**src/rtl/shift_stack_pkg.sv**
```systemverilog
// shift_stack_pkg: shared operation encoding and sizing helper for the
// shift_stack LIFO and its per-level cell.
package shift_stack_pkg;

  // One decoded operation per clock; priority is resolved in the top.
  typedef enum logic [2:0] {
    OP_IDLE    = 3'd0,
    OP_WRITE   = 3'd1,
    OP_PUSH    = 3'd2,
    OP_POP     = 3'd3,
    OP_REPLACE = 3'd4
  } stack_op_t;

  // Width of an occupancy counter that must hold 0..depth inclusive.
  function automatic int cnt_width(input int depth);
    return $clog2(depth + 1);
  endfunction

endpackage

```
**src/rtl/shift_stack_cell.sv**
```systemverilog
// shift_stack_cell: one WIDTH-bit level of the shift stack. Loads from the
// level above on a push, from the level below on a pop, and from wr_data
// when it is the top level and the operation writes level 0.
module shift_stack_cell
  import shift_stack_pkg::*;
#(
  parameter int WIDTH = 1
) (
  input  logic             clk,
  input  logic             reset,
  input  stack_op_t        op_i,
  input  logic [WIDTH-1:0] above_i,
  input  logic [WIDTH-1:0] below_i,
  input  logic [WIDTH-1:0] wr_data_i,
  input  logic             is_top_i,
  output logic [WIDTH-1:0] level_o
);

  logic [WIDTH-1:0] level_q;
  logic [WIDTH-1:0] level_d;

  // Select the next value of this level from the decoded operation.
  always_comb begin
    level_d = level_q;
    case (op_i)
      OP_PUSH: begin
        if (is_top_i) begin
          level_d = wr_data_i;
        end else begin
          level_d = above_i;
        end
      end
      OP_POP: begin
        level_d = below_i;
      end
      OP_WRITE, OP_REPLACE: begin
        if (is_top_i) begin
          level_d = wr_data_i;
        end else begin
          level_d = level_q;
        end
      end
      default: begin
        level_d = level_q;
      end
    endcase
  end

  // Level storage, cleared asynchronously.
  always_ff @(posedge clk or posedge reset) begin
    if (reset) begin
      level_q <= {WIDTH{1'b0}};
    end else begin
      level_q <= level_d;
    end
  end

  assign level_o = level_q;

endmodule

```
**src/rtl/shift_stack.sv**
```systemverilog
// shift_stack: DEPTH-level LIFO of WIDTH-bit entries built as a bidirectional
// shift register, with occupancy count, full/empty flags and one-cycle
// overflow/underflow pulses.
// Optional macro SHIFT_STACK_GUARD_EN: when defined, a push into a full stack
// is rejected (contents held) instead of dropping the bottom level.
module shift_stack
  import shift_stack_pkg::*;
#(
  parameter  int WIDTH = 1,
  parameter  int DEPTH = 5,
  localparam int CW    = cnt_width(DEPTH)
) (
  input  logic                   clk,
  input  logic                   reset,
  input  logic                   push,
  input  logic                   pop,
  input  logic                   wr_en,
  input  logic [WIDTH-1:0]       wr_data,
  output logic [WIDTH-1:0]       top_data,
  output logic [WIDTH*DEPTH-1:0] out_stack,
  output logic [CW-1:0]          count,
  output logic                   empty,
  output logic                   full,
  output logic                   overflow,
  output logic                   underflow
);

  stack_op_t              op_s;
  stack_op_t              cell_op_s;
  logic [WIDTH*DEPTH-1:0] levels_s;
  logic [WIDTH*DEPTH-1:0] above_s;
  logic [WIDTH*DEPTH-1:0] below_s;
  logic [CW-1:0]          count_q;
  logic [CW-1:0]          count_d;
  logic                   empty_q;
  logic                   full_q;
  logic                   overflow_q;
  logic                   overflow_d;
  logic                   underflow_q;
  logic                   underflow_d;

  // Neighbour buses: level i sees level i-1 as "above" and level i+1 as
  // "below"; the ends are fed with zero so a pop zero-fills the bottom.
  assign above_s = {levels_s[WIDTH*(DEPTH-1)-1:0], {WIDTH{1'b0}}};
  assign below_s = {{WIDTH{1'b0}}, levels_s[WIDTH*DEPTH-1:WIDTH]};

  // Resolve the input strobes into one operation, by priority.
  always_comb begin
    op_s = OP_IDLE;
    if (push && pop) begin
      op_s = OP_REPLACE;
    end else if (push) begin
      op_s = OP_PUSH;
    end else if (pop) begin
      op_s = OP_POP;
    end else if (wr_en) begin
      op_s = OP_WRITE;
    end else begin
      op_s = OP_IDLE;
    end
  end

  // Derive the cell operation, next count and error pulses from the boundaries.
  always_comb begin
    cell_op_s   = op_s;
    count_d     = count_q;
    overflow_d  = 1'b0;
    underflow_d = 1'b0;
    case (op_s)
      OP_REPLACE, OP_WRITE: begin
        // Writing level 0 of an empty stack creates the first entry.
        if (empty_q) begin
          count_d = CW'(1);
        end else begin
          count_d = count_q;
        end
      end
      OP_PUSH: begin
        if (full_q) begin
          overflow_d = 1'b1;
          count_d    = count_q;
`ifdef SHIFT_STACK_GUARD_EN
          cell_op_s  = OP_IDLE;
`else
          cell_op_s  = OP_PUSH;
`endif
        end else begin
          count_d = count_q + CW'(1);
        end
      end
      OP_POP: begin
        if (empty_q) begin
          underflow_d = 1'b1;
          cell_op_s   = OP_IDLE;
          count_d     = count_q;
        end else begin
          count_d = count_q - CW'(1);
        end
      end
      default: begin
        count_d = count_q;
      end
    endcase
  end

  // Occupancy, flags and error pulses, all registered.
  always_ff @(posedge clk or posedge reset) begin
    if (reset) begin
      count_q     <= {CW{1'b0}};
      empty_q     <= 1'b1;
      full_q      <= 1'b0;
      overflow_q  <= 1'b0;
      underflow_q <= 1'b0;
    end else begin
      count_q     <= count_d;
      empty_q     <= (count_d == {CW{1'b0}});
      full_q      <= (count_d == CW'(DEPTH));
      overflow_q  <= overflow_d;
      underflow_q <= underflow_d;
    end
  end

  for (genvar g = 0; g < DEPTH; g++) begin : g_level
    shift_stack_cell #(
      .WIDTH(WIDTH)
    ) u_cell (
      .clk      (clk),
      .reset    (reset),
      .op_i     (cell_op_s),
      .above_i  (above_s[g*WIDTH +: WIDTH]),
      .below_i  (below_s[g*WIDTH +: WIDTH]),
      .wr_data_i(wr_data),
      .is_top_i ((g == 0) ? 1'b1 : 1'b0),
      .level_o  (levels_s[g*WIDTH +: WIDTH])
    );
  end

  assign top_data  = levels_s[WIDTH-1:0];
  assign out_stack = levels_s;
  assign count     = count_q;
  assign empty     = empty_q;
  assign full      = full_q;
  assign overflow  = overflow_q;
  assign underflow = underflow_q;

endmodule
```
**config.mk**
```make
export PLATFORM = sky130hd
export DESIGN_NAME = shift_stack
export DESIGN_NICKNAME = d
export VERILOG_FILES = /design/src/rtl/shift_stack_pkg.sv /design/src/rtl/shift_stack_cell.sv /design/src/rtl/shift_stack.sv
export SDC_FILE = /design/constraint.sdc
export NUM_CORES = 1
export LEC_CHECK = 0
export ABC_AREA = 1
export CAP_MARGIN = 20
export CORE_MARGIN = 8
export CORE_UTILIZATION = 57
export DETAILED_ROUTE_END_ITERATION = 10
export DONT_BUFFER_PORTS = 1
export PLACE_DENSITY_LB_ADDON = 0.08
export SYNTH_ARGS = -nofsm -noshare
export SYNTH_HDL_FRONTEND = slang
export SYNTH_HIERARCHICAL = 1
export SYNTH_SLANG_ARGS = --single-unit
```
**constraint.sdc**
```tcl
create_clock -name clk -period 2.8 [get_ports clk]
set_clock_uncertainty 0.2 [all_clocks]
set_input_delay 0.28 -clock clk [delete_from_list [all_inputs] [get_ports clk]]
set_output_delay 0.28 -clock clk [all_outputs]
set_load 0.03 [all_outputs]
```
==> flow_summary_export.csv, run 1 <==
group,metric,value,unit
logic_synthesis,synth_seq_cells,12,
sta,finalSetupViolations,0,
cts,clockRootBuffer,"clkbuf_4",
setup_path,critPathCaptureType,"register",
die,die_w,62.9,um
pwr,switchingPower,514,uW
pwr,switching_share,53.0,%
final_layout,area_growth,10.5,%
global_routing,grt_usage,14.9,%
global_routing,grt_start_max_net_pins,26,
worst_hold_path,worstHoldPathType,"in -> reg",
final_layout,drive_above_1_share,13.9,%
logic_synthesis,synth_top_area_cell,"nand2_1",
sta,finalHoldViolCount,0,
final_layout,seq_area,302,um^2
setup_path,worstPathRequired,2770,ps
drt,antenna_left,0,
setup_path,crit_family,"simple AND/OR/NAND/NOR gates",
global_routing,antenna_found_initial,0,
die,dieArea,3960,um^2
drt,drtPass1Iterations,5,
drt,vias_per_cell,4.90,
drt,initialDrtViolationCount,50,
placed_design,port_buffers,0,
final_layout,nNetsFinal,243,
pwr,p_comb_share,39.4,%
cts,post_cts_resized,0,
cts,htreeDepth,1,
sta,setup_tns,0,ps
pwr,p_seq_share,46.1,%
logic_synthesis,postSynthAreaPerCell,5.86,um^2
final_layout,diodes,0,
setup_path,reg2reg_setup_slack,610,ps
drt,wire_per_inst,10.8,um
sta,maxSlewViolCount,0,
cts,postCtsSetupRepairBufs,0,
sta,fin_crit_sh,78.3,%
final_layout,finalNonFillerCells,258,
logic_synthesis,synth_top_cells_by_area,"nand2_1 23%, dfrtp_1 22%, inv_1 13%, ha_1 6.0%, nor2_1 5.7%",
sta,min_period,2190,ps
pwr,leakagePower,0.000839,uW
sta,slew_headroom,58.6,%
global_routing,gr-usage-met1,14.7,%
logic_synthesis,seq_area_frac_synth,24.1,%
final_layout,multi_input_area,807,um^2
cts,clkLatencyLatePin,270,ps
sta,fmax,456,MHz
cts,cts_tree,"done",
cts,cts_hold_buf,1,
global_routing,grtUsageMet3,4.12,%
cts,clk_pin_slew,80,ps
pwr,ir_drop,0.661,mV
placed_design,place_congestion,0.860,
pwr,finalPower,969,uW
logic_synthesis,synth_warnings,6,
logic_synthesis,postSynthCellCount,214,
drt,routed_wl,2.79,mm
job,max_cap_viol_count,0,
setup_path,cp-start-kind,"register",
setup_path,critPathMaxStageDelay,650,ps
global_routing,grt-ovfl-total,0,
die,core,2150,um^2
logic_synthesis,synth_top_area_share,22.8,%
sta,grt_setup_unrepaired,"false",
global_routing,top_usage_layer,"met2",
cts,clockBufferDepth,2,
setup_path,worst_path_most_repeated_cell,"nand2_1",
cts,cts.sinks,12,
setup_path,worstSetupPathType,"reg -> reg",
final_layout,fillers,199,
setup_path,crit_slowest_cell,"dfstp_2",
pwr,p_clk_share,14.5,%
setup_path,crit_chain,"inv_2 > nand2_1 > nand2_1 > nor2_1 > nor3_2 > buf_4 > nand2_1 > nand2_1 > nor2_1 > nor2_1 > o21ai_1 > nand2_1",
placed_design,dp_cells,253,
logic_synthesis,netlist_area,1250,um^2
sta,tightest_slew,621,ps
die,io_pins,19,
logic_synthesis,ys_types,19,
setup_path,cp_num_buf_inv,2,
drt,num_vias,1264,
die,rows,17,
global_routing,grt_use_met2,26.2,%
die,die_y,62.9,um
pwr,p_int,455,uW
run_status,status,"complete, no violations",
global_routing,grt_pass1_wl,5.00,mm
global_routing,grt_pass1_vias,1297,
placed_design,hpwl,2.18,mm
die,initial_core_util,58.4,%
setup_path,worstPathArrival,2160,ps
drt,drc_errors,0,
cts,cts_buffers,3,
setup_path,critPathMaxFanout,25,
pwr,p_per_area,700,nW/um^2
registers in the layout (all words and copies together), names as in the netlist:
name,cells
full,1
empty,1
underflow,1
count,3
overflow,1
g_level.u_cell/level_o,5
final cells by class:
class / count / share of cell area [%]
Multi-Input combinational cell: 163 / 58.3
Sequential cell: 12 / 21.8
Inverter: 48 / 13.0
Clock buffer: 4 / 2.62
Tap cell: 28 / 2.53
Timing Repair Buffer: 3 / 1.81
tightest hold or removal path: stages:
cell and delay [ps]:
nand4_1 70, nand2_1 70, o21ai_1 50, nand2_1 40
per-stage QoR:
stage	hold slack (ps)	instance area (um^2)	utilization, %	setup WS (ps)
after floorplan	-191	1300	-	398
after global placement	-190	1340	62.3	748
after detailed placement	-188	1340	62.3	653
after CTS	62.0	1390	64.5	658
after global routing	69.4	1390	64.5	394
final	63.8	1390	64.5	609
final timing paths:
path,cells after the start,startpoint,endpoint
setup reg to reg,12,empty,g_level[2].u_cell/level_o
hold / removal,4,wr_data,g_level[0].u_cell/level_o
max in group asynchronous,2,reset,empty
hold reg to reg,2,empty,underflow
setup / recovery,12,empty,g_level[2].u_cell/level_o
min in group asynchronous,2,reset,g_level[3].u_cell/level_o
metal layers:
layer | vias to the layer above | share of wire (%)
li1 | 668 | -
met1 | 550 | 41
met2 | 36 | 50
met3 | 10 | 6.2
met4 | 0 | 3.3
met5 | - | 0
power groups by stage:
stage | sequential, uW | clock, uW | combinational, uW
2_1_floorplan | 413 | 0 | 336
3_3_place_gp | 452 | 0 | 359
3_5_place_dp | 454 | 0 | 376
4_1_cts | 450 | 144 | 381
5_1_grt | 457 | 151 | 448
6_report | 447 | 140 | 382
Yosys cell counts:
master,n
a21oi_1,1
a21oi_2,1
buf_4,1
conb_1,2
dfrtp_1,11
dfstp_2,1
ha_1,6
inv_1,45
inv_2,3
nand2_1,76
nand2_2,7
nand3_1,12
nand3_2,5
nand4_1,10
nor2_1,19
nor2_2,2
nor3_1,1
o21ai_1,5
o21ai_2,6
logic make-up (layout without fill, tap and decap cells):
kind of cell | count (synthesis) | in the layout | synth area share, %
adder cells (fa/ha/maj) | 6 | 6 | 5.99
buffers and inverters | 49 | 55 | 15.0
AO/OA/AOI/OAI | 13 | 13 | 7.28
other | 2 | 12 | 0.599
flip-flops | 12 | 12 | 24.1
AND/OR/NAND/NOR | 132 | 132 | 47.1
layout by cell type (no fill, tap or decap):
cell	instances
dfrtp_1	11
nand2_2	7
ha_1	6
nor2_2	2
clkbuf_4	3
nand2_1	76
nand3_2	5
a21oi_1	1
conb_1	12
o21ai_2	6
clkbuf_8	1
nor3_2	1
a21oi_2	1
nand4_1	10
nor2_1	19
nand3_1	12
inv_1	45
dfstp_2	1
o21ai_1	5
inv_2	3
dlygate4sd3_1	1
buf_4	2
(Power assumes the default switching activity.)
==> run 2: changes to the inputs <==
- CORE_UTILIZATION: 57 -> 63
- clock period: 2.8 -> 2.2 ns (I/O delays scaled with it)
==> flow_summary_export.csv, run 2 (synthesized netlist as in run 1, its figures left out) <==
group,metric,value,unit
setup_path,worstSetupPathType,"reg -> reg",
setup_path,reg2reg_setup_slack,240,ps
setup_path,worstReg2RegStart,"empty",
final_layout,final_util,75.7,%
setup_path,critPathCaptureType,"register",
drt,drc_errors,0,
cts,clk_pin_slew,90,ps
worst_hold_path,worstHoldPathType,"in -> reg",
setup_path,crit_slowest_cell,"dfstp_2",
setup_path,crit_chain,"inv_2 > nand2_1 > nand2_1 > nor2_1 > nor3_4 > buf_12 > nand2_1 > nand2_1 > nor2_1 > nor2_1 > o21ai_1 > nand2_1",
setup_path,worstPathArrival,1940,ps
placed_design,hpwl,2.30,mm
die,die_w,60.6,um
global_routing,grt_usage,18.1,%
pwr,p_per_area,902,nW/um^2
sta,min_period,1960,ps
sta,finalHoldViolCount,0,
drt,initialDrtViolationCount,52,
die,io_pins,19,
cts,htreeDepth,1,
placed_design,port_buffers,0,
sta,fin_crit_sh,89.1,%
drt,drtPass1Iterations,4,
cts,clkLatencyLatePin,290,ps
cts,cts_buffers,3,
cts,cts_tree,"done",
drt,num_vias,1304,
drt,wire_per_inst,11.4,um
run_status,status,"complete, no violations",
placed_design,place_congestion,0.834,
pwr,leakagePower,0.000873,uW
setup_path,endpoint,"g_level[4].u_cell/level_o",
sta,fmax,510,MHz
setup_path,cp_num_buf_inv,2,
pwr,ir_drop,0.647,mV
final_layout,most-common-layout-cells,"76 x nand2_1, 45 x inv_1, 19 x nor2_1, 12 x nand3_1, 12 x conb_1",
final_layout,diodes,0,
final_layout,fillers,161,
sta,fin_ws,240,ps
die,core,1920,um^2
global_routing,grt-ovfl-total,0,
die,die_y,60.6,um
sta,grt_setup_unrepaired,"false",
setup_path,worst_path_most_repeated_cell,"nand2_1",
setup_path,rr_worst_depth,12,
setup_path,critPathMaxFanout,25,
sta,maxSlewViolCount,0,
sta,finalSetupViolations,0,
setup_path,rr_endpoint,"g_level[4].u_cell/level_o",
setup_path,crit_family,"simple AND/OR/NAND/NOR gates",
setup_path,cp-start-kind,"register",
final_layout,largest_reg_flops,5,
cts,cts.sinks,12,
sta,setup_tns,0,ps
global_routing,antenna_found_initial,0,
drt,routed_wl,2.99,mm
final_layout,final_common_cell,"nand2_1",
drt,vias_per_cell,4.96,
final_layout,nNetsFinal,249,
global_routing,grt_pass1_wl,5.23,mm
cts,clockRootBuffer,"clkbuf_4",
global_routing,grt_start_max_net_pins,26,
setup_path,worstPathRequired,2180,ps
drt,antenna_left,0,
placed_design,dp_slack,233,ps
job,max_cap_viol_count,0,
cts,clockBufferDepth,2,
setup_path,critPathMaxStageDelay,550,ps
global_routing,grt_pass1_vias,1267,
die,dieArea,3670,um^2
final_layout,area_growth,16.0,%
setup_path,critical_path_cell_count,12,
final_layout,drive_above_1_share,16.1,%
die,rows,16,
setup_path,crit_start,"empty",
die,initial_core_util,65.2,%
cts,post_cts_resized,0,
==> run 2: worst min path at each step <==
stage,from,to,slack [ps],depth (start not counted)
3_3_place_gp,reset,g_level[1].u_cell/level_o,-250,1
5_1_grt,wr_data,g_level[0].u_cell/level_o,7,4
2_1_floorplan,reset,g_level[0].u_cell/level_o,-250,1
4_1_cts,wr_data,g_level[4].u_cell/level_o,3,4
3_5_place_dp,reset,g_level[1].u_cell/level_o,-250,1
6_report,wr_data,g_level[0].u_cell/level_o,4,4
==> run 2: repair_timing <==
action                    in CTS  in global routing
hold buffers                   2                  0
buffers inserted               0                  0
hold endpoints to repair      14                  0
==> run 2: layout make-up <==
cell class | count | area (um^2) | area share, %
clock buffers | 4 | 36.3 | 2.50
inverters | 48 | 180 | 12.4
multi-input cells | 163 | 817 | 56.2
flip-flops and latches | 12 | 302 | 20.7
well taps | 27 | 33.8 | 2.32
repair buffers | 9 | 85.1 | 5.85
==> run 2: worst reg2reg max path, delay by kind of cell (launching register included) <==
kind,cells,cell delay (ps)
simple gates,9,760
flops,1,550
buf+inv,2,220
compound gates,1,130
==> run 2: per-layer routing <==
layer,vias to the layer above,part of all wire (%),track usage (%)
met5,-,0,0
met2,34,51,30.9
met4,0,0,7.64
li1,681,-,-
met1,589,43,21.2
met3,0,6.3,4.03
==> run 2: where the power goes <==
part / internal, uW / leakage [uW] / switching, uW / total (uW)
Combinational: 220 / 0.000699 / 417 / 637
Clock: 101 / 0.0000210 / 91.0 / 192
Sequential: 301 / 0.000153 / 182 / 483
Total: 622 / 0.000873 / 690 / 1310
==> run 2: through the flow <==
stage                     instances  cell area (um^2)  power (uW)  hold WS (ps)
after global placement          257              1400        1090          -249
after floorplan                 224              1310         957          -251
after CTS                       263              1450        1320          3.16
after global routing            263              1450        1420          7.43
final                           263              1450        1310          4.22
after detailed placement        257              1400        1120          -248
==> run 3: changes to the inputs <==
- CELL_PAD_IN_SITES_DETAIL_PLACEMENT: unset -> 1
- CELL_PAD_IN_SITES_GLOBAL_PLACEMENT: unset -> 2
- CORE_UTILIZATION: 63 -> 32
- SKIP_LAST_GASP: unset -> 1
==> flow_summary_export.csv, run 3 (synthesized netlist as in run 1, its figures left out) <==
group,metric,value,unit
run_status,status,"complete, no violations",
cts,cts_tree,"done",
die,core,3720,um^2
final_layout,diodes,0,
setup_path,crit_slowest_cell,"dfstp_2",
drt,vias_per_cell,4.57,
final_layout,most-common-layout-cells,"76 x nand2_1, 45 x inv_1, 19 x nor2_1, 12 x nand3_1, 12 x conb_1",
sta,grt_setup_unrepaired,"false",
sta,fin_ws,204,ps
drt,antenna_left,0,
global_routing,grt_start_max_net_pins,26,
setup_path,rr_worst_depth,12,
sta,fin_crit_sh,90.7,%
final_layout,seq_area,302,um^2
setup_path,worstPathArrival,1940,ps
cts,postCtsSetupRepairBufs,0,
job,max_cap_viol_count,0,
sta,min_period,2000,ps
setup_path,worstSetupPathType,"reg -> reg",
cts,cts.sinks,12,
setup_path,critPathCaptureType,"register",
setup_path,crit_chain,"inv_2 > nand2_1 > nand2_1 > nor2_1 > nor3_4 > buf_12 > nand2_1 > nand2_1 > nor2_1 > nor2_1 > o21ai_1 > nand2_1",
setup_path,worst_path_most_repeated_cell,"nand2_1",
final_layout,nNetsFinal,246,
sta,finalSetupViolations,0,
placed_design,place_congestion,0.816,
final_layout,largest_reg_flops,5,
cts,clk_pin_slew,60,ps
sta,timing.hold.ws,44.9,ps
die,dieArea,6180,um^2
final_layout,area_growth,17.6,%
cts,clockRootBuffer,"clkbuf_8",
sta,setup_tns,0,ps
die,initial_core_util,33.7,%
final_layout,drive_above_1_share,15.5,%
pwr,leakagePower,0.000867,uW
die,die_y,78.6,um
setup_path,critPathMaxFanout,25,
cts,cts_hold_buf,1,
setup_path,critPathMaxStageDelay,540,ps
global_routing,grt_usage,12.2,%
global_routing,grt-ovfl-total,0,
setup_path,cp-start-kind,"register",
global_routing,antenna_found_initial,0,
cts,clkLatencyLatePin,250,ps
die,io_pins,19,
drt,num_vias,1283,
sta,finalHoldViolCount,0,
setup_path,worstPathRequired,2140,ps
sta,maxSlewViolCount,0,
placed_design,port_buffers,0,
drt,drtPass1Iterations,4,
final_layout,final_common_cell,"nand2_1",
pwr,ir_drop,0.327,mV
drt,wire_per_inst,12.7,um
sta,tightest_slew,582,ps
die,rows,22,
worst_hold_path,holdPathStages,4,
drt,initialDrtViolationCount,65,
global_routing,grt_pass1_vias,1379,
worst_hold_path,worstHoldPathType,"in -> reg",
sta,slew_headroom,61.2,%
final_layout,multi_input_area,817,um^2
drt,drc_errors,0,
placed_design,dp_slack,158,ps
cts,cts_buffers,3,
drt,routed_wl,3.56,mm
sta,fmax,501,MHz
pwr,p_per_area,925,nW/um^2
cts,htreeDepth,1,
die,die_w,78.6,um
global_routing,grt_pass1_wl,6.27,mm
placed_design,hpwl,2.86,mm
final_layout,fillers,508,
cts,clockBufferDepth,2,
cts,post_cts_resized,0,
[run 3: final timing paths]
kind | start | end | slack, ps
setup / recovery | empty | g_level[0].u_cell/level_o | 200
hold / removal | wr_data | g_level[3].u_cell/level_o | 40
setup reg to reg | empty | g_level[0].u_cell/level_o | 200
hold reg to reg | empty | underflow | 500
max in group asynchronous | reset | empty | 1220
min in group asynchronous | reset | g_level[2].u_cell/level_o | 200
[run 3: per-stage QoR]
| stage | utilization, % | cells | instance area [um^2] | power [uW] |
|---|---|---|---|---|
| final | 39.7 | 281 | 1470 | 1360 |
| after global routing | 39.7 | 281 | 1470 | 1500 |
| after CTS | 39.7 | 281 | 1470 | 1390 |
| after detailed placement | 37.9 | 276 | 1410 | 1120 |
| after global placement | 37.9 | 276 | 1410 | 1100 |
| after floorplan | - | 224 | 1310 | 957 |
[run 3: metal layers]
layer	global-route usage, %	vias up	share of wire, %
li1	-	674	-
met1	15.4	591	50
met2	20.5	14	46
met3	1.48	4	2.8
met4	4.44	0	1.2
met5	0	-	0
[run 3: critical path: cells and delay by family, from the launching register on]
| kind | cells | cell delay (ps) |
|---|---|---|
| DFF | 1 | 540 |
| buffers and inverters | 2 | 230 |
| AOI/OAI and AO/OA | 1 | 120 |
| and+or+nand+nor | 9 | 810 |
[run 3: area by class of cell]
type / count / share of cell area (%)
multi-input cells: 163 / 55.4
repair buffers: 6 / 4.07
inverters: 48 / 12.2
clock buffers: 4 / 3.74
flip-flops and latches: 12 / 20.5
well taps: 48 / 4.07
[run 3: power breakdown]
part           switching [uW]  internal [uW]  total [uW]
logic                     375            202         578
registers                 235            301         536
clock network            92.3            158         251
